## config.mk

```make
export PLATFORM = sky130hd
export DESIGN_NAME = data_mem_responder
export DESIGN_NICKNAME = d
export VERILOG_FILES = /design/src/rtl/dmem_pkg.sv /design/src/rtl/mmio_timer.sv /design/src/rtl/data_mem_responder.sv
export SDC_FILE = /design/constraint.sdc
export NUM_CORES = 2
export LEC_CHECK = 0
export ABC_AREA = 1
export BUFFER_PORTS_ARGS = -buffer_cell sky130_fd_sc_hd__buf_2
export CAP_MARGIN = 20
export CORE_ASPECT_RATIO = 1.2
export CORE_MARGIN = 2
export CORE_UTILIZATION = 50
export CTS_BUF_LIST = sky130_fd_sc_hd__clkbuf_4
export DETAILED_ROUTE_END_ITERATION = 12
export PLACE_DENSITY_LB_ADDON = 0.2
export SETUP_SLACK_MARGIN = 0.02
export SLEW_MARGIN = 40
export SYNTH_ARGS = -nofsm -noshare
export SYNTH_HDL_FRONTEND = slang
export SYNTH_SLANG_ARGS = --single-unit
```

## constraint.sdc

```tcl
create_clock -name clk -period 2.3 [get_ports clk]
set_clock_uncertainty 0.15 [all_clocks]
set_input_delay 0.345 -clock clk [delete_from_list [all_inputs] [get_ports clk]]
set_output_delay 0.345 -clock clk [all_outputs]
set_load 0.01 [all_outputs]
```

## src/rtl/dmem_pkg.sv

```systemverilog
// rtl/dmem_pkg.sv - shared MMIO offsets, CTRL bit indices and timer states for data_mem_responder
package dmem_pkg;

  localparam logic [7:0] OFF_CYCLE = 8'h00;
  localparam logic [7:0] OFF_LOAD  = 8'h04;
  localparam logic [7:0] OFF_CTRL  = 8'h08;
  localparam logic [7:0] OFF_STAT  = 8'h0C;
  localparam logic [7:0] OFF_GPIO  = 8'h10;
  localparam logic [7:0] OFF_COUNT = 8'h14;

  localparam int CTRL_ENABLE      = 0;
  localparam int CTRL_AUTO_RELOAD = 1;
  localparam int CTRL_IRQ_EN      = 2;

  typedef enum logic {T_IDLE, T_RUN} timer_state_e;

endpackage

```

## src/rtl/mmio_timer.sv

```systemverilog
// rtl/mmio_timer.sv - down-counting timer with reload, sticky expiry flag and interrupt
module mmio_timer
  import dmem_pkg::*;
(
  input  logic        clk,
  input  logic        rst_n,
  input  logic        we,
  input  logic [7:0]  off,
  input  logic [31:0] wdata,
  output logic [31:0] rdata,
  output logic        timer_irq
);

  timer_state_e state, state_nxt;
  logic [31:0]  count, count_nxt;
  logic [31:0]  reload;
  logic [2:0]   ctrl;
  logic         expired, expired_nxt;
  logic         expire;
  logic         wr_load, wr_ctrl, wr_stat;

  assign wr_load = we && (off == OFF_LOAD);
  assign wr_ctrl = we && (off == OFF_CTRL);
  assign wr_stat = we && (off == OFF_STAT);

  // Next-state and count: hold in IDLE, decrement in RUN, expire on count==1; a LOAD write overrides count.
  always_comb begin
    state_nxt = state;
    count_nxt = count;
    expire    = 1'b0;
    case (state)
      T_IDLE: begin
        if (ctrl[CTRL_ENABLE] && (count != 32'd0)) state_nxt = T_RUN;
      end
      T_RUN: begin
        if (!ctrl[CTRL_ENABLE] || (count == 32'd0)) begin
          state_nxt = T_IDLE;
        end else if (count == 32'd1) begin
          expire = 1'b1;
          if (ctrl[CTRL_AUTO_RELOAD]) begin
            count_nxt = reload;
          end else begin
            count_nxt = 32'd0;
            state_nxt = T_IDLE;
          end
        end else begin
          count_nxt = count - 32'd1;
        end
      end
      default: state_nxt = T_IDLE;
    endcase
    if (wr_load) count_nxt = wdata;
    // Expiry set takes priority over a write-1-to-clear on the same edge.
    expired_nxt = expire | (expired & ~(wr_stat & wdata[0]));
  end

  // Timer registers with asynchronous abort on reset.
  always_ff @(posedge clk or negedge rst_n) begin
    if (!rst_n) begin
      state   <= T_IDLE;
      count   <= '0;
      reload  <= '0;
      ctrl    <= '0;
      expired <= 1'b0;
    end else begin
      state   <= state_nxt;
      count   <= count_nxt;
      expired <= expired_nxt;
      if (wr_load) reload <= wdata;
      if (wr_ctrl) ctrl <= wdata[2:0];
    end
  end

  // Readback of the timer's own offsets; everything else returns 0 for the top-level mux.
  always_comb begin
    rdata = '0;
    case (off)
      OFF_LOAD:  rdata = reload;
      OFF_CTRL:  rdata = {29'd0, ctrl};
      OFF_STAT:  rdata = {31'd0, expired};
      OFF_COUNT: rdata = count;
      default:   rdata = '0;
    endcase
  end

  assign timer_irq = expired & ctrl[CTRL_IRQ_EN];

endmodule

```

## src/rtl/data_mem_responder.sv

```systemverilog
// rtl/data_mem_responder.sv - data RAM plus MMIO window (CYCLE, GPIO, timer when DMEM_TIMER_EN is defined)
module data_mem_responder
  import dmem_pkg::*;
#(
  parameter int          DEPTH_WORDS = 64,
  parameter logic [31:0] MMIO_BASE   = 32'hFFFF_FF00
) (
  input  logic        clk,
  input  logic        reset,
  input  logic        MemWriteM,
  input  logic [31:0] ALUOutM,
  input  logic [31:0] WriteDataM,
  output logic [31:0] ReadDataM,
  output logic [7:0]  gpio_out,
  output logic        timer_irq
);

  localparam int IDX_W = $clog2(DEPTH_WORDS);

  logic [31:0]      mem [DEPTH_WORDS];
  logic [31:0]      cycle;
  logic [7:0]       gpio;
  logic             is_mmio;
  logic [7:0]       off;
  logic [IDX_W-1:0] idx;
  logic             ram_we, mmio_we;
  logic [31:0]      timer_rdata;
  logic [31:0]      mmio_rdata;

  assign is_mmio = (ALUOutM >= MMIO_BASE);
  assign off     = {ALUOutM[7:2], 2'b00};
  assign idx     = ALUOutM[IDX_W+1:2];
  assign ram_we  = MemWriteM && !is_mmio;
  assign mmio_we = MemWriteM && is_mmio;

  // Word RAM: no reset, write on the edge, upper address bits alias.
  always_ff @(posedge clk) begin
    if (ram_we) mem[idx] <= WriteDataM;
  end

  // Free-running cycle counter and GPIO output register.
  always_ff @(posedge clk or negedge reset) begin
    if (!reset) begin
      cycle <= '0;
      gpio  <= '0;
    end else begin
      cycle <= cycle + 32'd1;
      if (mmio_we && (off == OFF_GPIO)) gpio <= WriteDataM[7:0];
    end
  end

`ifdef DMEM_TIMER_EN
  mmio_timer u_timer (
    .clk       (clk),
    .rst_n     (reset),
    .we        (mmio_we),
    .off       (off),
    .wdata     (WriteDataM),
    .rdata     (timer_rdata),
    .timer_irq (timer_irq)
  );
`else
  assign timer_rdata = '0;
  assign timer_irq   = 1'b0;
`endif

  // MMIO readback mux; timer offsets (or unmapped ones) come from timer_rdata.
  always_comb begin
    mmio_rdata = '0;
    case (off)
      OFF_CYCLE: mmio_rdata = cycle;
      OFF_GPIO:  mmio_rdata = {24'd0, gpio};
      default:   mmio_rdata = timer_rdata;
    endcase
  end

  assign ReadDataM = !reset ? 32'd0 : (is_mmio ? mmio_rdata : mem[idx]);
  assign gpio_out  = gpio;

endmodule
```

* After elaboration in Yosys (flattened, before gate mapping)
Memory sizes are Yosys's and may differ from the RTL's.
Index checks and enable logic that the tools add are counted.
** Word-level totals
- Bits of input ports :: 67
- Latch bits :: 0
- Memories kept :: 1
- Output and inout port bits :: 41
- Word-level logic and storage cells :: 16
- ROM bits :: 0
- Flip-flop bits (word level) :: 40
- Bits in writable memories :: 2048
** Operators by class
- Multiply operators :: 0
- Multiplexer cells :: 5
- Reductions and logical operators :: 5
- Equal/unequal tests :: 1
- Bitwise gates (word level) :: 0
- Order comparisons :: 1
- Add/sub/neg operators :: 1
- Shift-type cells :: 0
- Div/mod/pow operators :: 0
** Memories
- mem :: words 64, bits a word 32, read ports 1, clocked after Yosys merged registers in 0, write ports 1, line data_mem_responder.sv:20 : logic [31:0] mem [DEPTH_WORDS];
** Operators with widths (count)
- two-way mux 32 bit :: 2
- case mux 32 bit (2 select lines) :: 1
- adder 32 x 1 -> 32 bit, second input constant :: 1
- greater-or-equal comparator 32 bit, second input constant :: 1
- zero test 8 bit :: 1
- == test 6 x 3 -> 1 bit, second input constant :: 1
- logical AND 1 bit :: 3
- two-way mux 1 bit :: 2
- zero test 1 bit :: 1

* Logic depth before layout (Yosys ltp)
- Depth in word-level cells :: 5
- Gate-level depth with buffers :: 14
- Gate-level depth less buffers :: 10

* Worst setup path before layout
Ideal clock, no wire load.
- Path kind :: input to register
- Start :: input port ALUOutM[2]
- End :: memory mem[58][0] (enable)
- Setup time :: 461 ps
- Stages on the path :: 7
- Arrival :: 3519 ps
- Path slack :: -1830 ps
- Required time :: 1689 ps
- Buffers on the path :: 4
- Cells stage by stage :: buf_4 > inv_2 > buf_2 > buf_2 > buf_2 > nand2_1 > nor3_1
** On the way
- Longest elaborated chain between the ends :: 5
** Ends and longest elaborated chain
- from (decl) :: line data_mem_responder.sv:11 : input logic [31:0] ALUOutM,
- greater-or-equal comparator 32 bit :: line data_mem_responder.sv:30 : assign is_mmio = (ALUOutM >= MMIO_BASE);
- zero test 1 bit :: line data_mem_responder.sv:33 : assign ram_we = MemWriteM && !is_mmio;
- logical AND 1 bit :: line data_mem_responder.sv:33
- two-way mux 1 bit :: line data_mem_responder.sv:38 : if (ram_we) mem[idx] <= WriteDataM;
- two-way mux 1 bit (not written as such) :: line data_mem_responder.sv:38
- to (decl) :: line data_mem_responder.sv:20
Parallel ways exist; a longest one is shown, timed or not.

* Worst setup path after layout
- Start :: memory mem[18][5]
- End :: output port ReadDataM[5]
** On the way
- Longest elaborated chain between the ends :: 3
** Ends and longest elaborated chain
- memory (64 x 32 bit)
- two-way mux 32 bit (2 in series) :: line data_mem_responder.sv:77 : assign ReadDataM = !reset ? 32'd0 : (is_mmio ? mmio_rdata : mem[idx]);
- to (decl) :: line data_mem_responder.sv:13 : output logic [31:0] ReadDataM,
Every way passes these cells.

==> impl_metrics.json <==
{
  "fin_util_pct": 61.9,
  "rsz0062_at_grt": "yes",
  "die_h_um": 467,
  "cts_tree": "built",
  "syn_area_per_cell_um2": 10.5,
  "cp_max_fo": 1,
  "fin_area_um2": 110000,
  "finalHoldViolCount": 0,
  "drc": 0,
  "gr-total-overflow": 0,
  "ys_warn_count": 0,
  "arrival_ns": 3.09,
  "numCtsBuffers": 542,
  "clk_latency_ns": 1.37,
  "start_kind": "register",
  "powerDensity_nw_per_um2": 716,
  "gr-usage-met2_pct": 49.1,
  "die_area_um2": 182000,
  "clk_pin_slew_worst_paths_ns": 0.06,
  "place_area_um2": 101000,
  "hold_path_class": "input port to register",
  "ys_ff_latch": 2088,
  "hpwl_um": 178000,
  "final_nets": 9677,
  "dr.pass1.iters": 6,
  "synth_area_um2": 89400,
  "synthArstFlopShare_pct": 1.92,
  "seq_area_frac_synth_pct": 69.9,
  "cp.required_ns": 1.80,
  "slowest_stage": "edfxtp_1",
  "setup_viol": 40,
  "min_from": "WriteDataM[26]",
  "use_met1_pct": 40.3,
  "status": "complete, but fails checks",
  "synthDistinctLibCells": 30,
  "cap_violations": 0,
  "min_period_over_period_pct": 156,
  "multi_input_area_um2": 21700,
  "ir_drop_mv": 0.629,
  "cpPeakStageDelay_ns": 0.35,
  "worst_setup_path_end_kind": "output pin",
  "slew_headroom_pct": 42.6,
  "crit_chain": "or2_2, nand3_1, nand2_1, o21ai_4, nand2_2, nor2_4, nand3_4, nand2_2, inv_1, buf_2",
  "cts-root-buf": "clkbuf_4",
  "boundaryPins": 108,
  "met3_usage_pct": 5.65,
  "synthCells": 8485,
  "vias_per_cell": 5.33,
  "numPortBuffers": 104,
  "worstSetupPathType": "register to output pin",
  "synth_ff_type": "edfxtp_1",
  "numClockSinks": 2088,
  "routedWlPerCell_um": 22.8,
  "top_usage_layer": "met2",
  "cts_max_level": 6,
  "fmax_ghz": 0.279,
  "grt_first_pass_wirelength_um": 406000,
  "drt_iter0_drc": 7273,
  "crit_start": "mem[18][5]",
  "reg2reg_from": "cycle[5]",
  "post_route_cells_drive_above_1_share_pct": 22.9,
  "core_um2": 178000,
  "antenna_found_initial": 16,
  "fin_ws_ns": -1.29,
  "ant_nets": 0,
  "start_util_pct": 50.2,
  "synth_edf_count": 2048,
  "routed-via-count": 65400,
  "grt_use_total_pct": 30.6,
  "drv_slew": 0,
  "fin_crit_ns": 3.59,
  "gp_congestion": 0.924,
  "grt_pass1_vias": 63500,
  "p_leak_uw": 0.0479,
  "ff_latch_area_um2": 62500,
  "worst_slew_pin_slew_ns": 0.862,
  "clockBufferDepth": 4,
  "grt_max_degree": 66,
  "syn_nets": 8553,
  "wirelength_um": 279000,
  "nFillCells": 14100,
  "rows": 170,
  "cts_setup_buffers": 0,
  "areaGrowthSynthToFinish_pct": 23.4,
  "fp.dieW_um": 390,
  "violations": "negative setup slack",
  "cpMostUsedCell": "nand2_2"
}
## final cells by class
| cell class | instances | share of cell area, % |
|---|---|---|
| Sequential cell | 2088 | 56.6 |
| Multi-Input combinational cell | 4305 | 19.6 |
| Timing Repair Buffer | 961 | 9.48 |
| Inverter | 1711 | 5.85 |
| Clock buffer | 765 | 5.20 |
| Tap cell | 2322 | 2.63 |
| Clock inverter | 105 | 0.537 |
| Antenna cell | 7 | 0.0159 |
## through the flow
stage | worst slack [ns] | hold WS, ns | cells | power, µW | TNS, ns
6_report | -1.29 | 0.123 | 12300 | 79000 | -36.60
5_1_grt | -1.51 | 0.0121 | 12300 | 81800 | -44.28
4_1_cts | -1.48 | 0.00412 | 12300 | 79300 | -43.77
3_5_place_dp | -1.41 | 0.307 | 11300 | 48400 | -729.52
3_3_place_gp | -1.70 | 0.308 | 11300 | 48400 | -695.84
2_1_floorplan | -0.521 | -0.101 | 8485 | 45200 | -943.85
## worst paths after layout
path	cells after the start	slack, ns	to
setup / recovery	10	-1.29	ReadDataM[5]
hold / removal	3	0.12	mem[12][26]
setup reg to reg	8	0.20	cycle[25]
hold reg to reg	1	0.31	cycle[11]
max in group asynchronous	5	1.05	cycle[16]
min in group asynchronous	4	0.34	gpio_out[1]
## cell usage in the layout, fill, tap and decap left out, types with 81 or more instances in the layout
cell and instances:
nand2_1 2190, edfxtp_1 2048, inv_1 1673, clkbuf_4 765
nand3_1 686, buf_4 503, nor2_1 373, buf_12 238
o211ai_1 193, o21ai_0 130, nand2_2 88, o21ai_1 85
dlygate4sd3_1 82, nor2_4 81
## repair_timing
action / in CTS / in global routing
hold endpoints to repair: 4144 / 26
hold buffers: 89 / 2
setup endpoints to repair: 40 / 40
pin swaps: 201 / 227
resized for setup: 504 / 289
## cells in the mapped netlist (3+ instances only)
| cell type | number | area share, % |
|---|---|---|
| buf_2 | 182 | 1.0 |
| dfrtp_1 | 40 | 1.1 |
| or2_2 | 94 | 0.66 |
| a21oi_1 | 8 | 0.045 |
| nor3_1 | 61 | 0.34 |
| buf_4 | 3 | 0.025 |
| o21ai_0 | 274 | 1.5 |
| nor4_1 | 3 | 0.021 |
| clkbuf_1 | 170 | 0.71 |
| o211ai_1 | 193 | 1.6 |
| xor2_1 | 29 | 0.28 |
| nor2_2 | 3 | 0.021 |
| buf_1 | 26 | 0.11 |
| nor2_1 | 500 | 2.1 |
| clkinv_1 | 6 | 0.025 |
| nand4_1 | 24 | 0.17 |
| edfxtp_1 | 2048 | 69 |
| nand2_1 | 2314 | 9.7 |
| a22oi_1 | 7 | 0.059 |
| inv_2 | 6 | 0.025 |
| nand3_1 | 771 | 4.3 |
| inv_1 | 1699 | 7.1 |
| o21ai_1 | 17 | 0.095 |
## metal layers
metal  vias up  wire [µm]
met4         2      14500
met3       623      26700
met5         -         11
met1     31500     107000
li1      29900          -
met2      3283     131000
## sequential cells by signal (all words and copies together), names as in the netlist
| register | cells |
|---|---|
| cycle | 32 |
| gpio_out | 8 |
| mem | 2048 |
## worst max-delay path, delay by kind of cell (launching register included)
kind / cells / cell delay, ns
AO/OA/AOI/OAI: 1 / 0.24
buffers and inverters: 2 / 0.17
flip-flops: 1 / 0.35
AND/OR/NAND/NOR: 7 / 1.01
## logic make-up after synthesis
logic type / after synthesis / share of synthesized area (%)
AND/OR/NAND/NOR: 3774 / 17.4
buffers and inverters: 2092 / 9.05
flip-flops: 2088 / 69.9
AO/OA/AOI/OAI: 499 / 3.35
XOR/XNOR: 30 / 0.294
adder cells (fa/ha/maj): 1 / 0.0140
other: 1 / 0.00419
## where the power goes
group / switching (µW) / internal, µW
Clock: 14600 / 16000
Combinational: 4190 / 2160
Sequential: 55.8 / 42000
(Power assumes the default switching activity.)
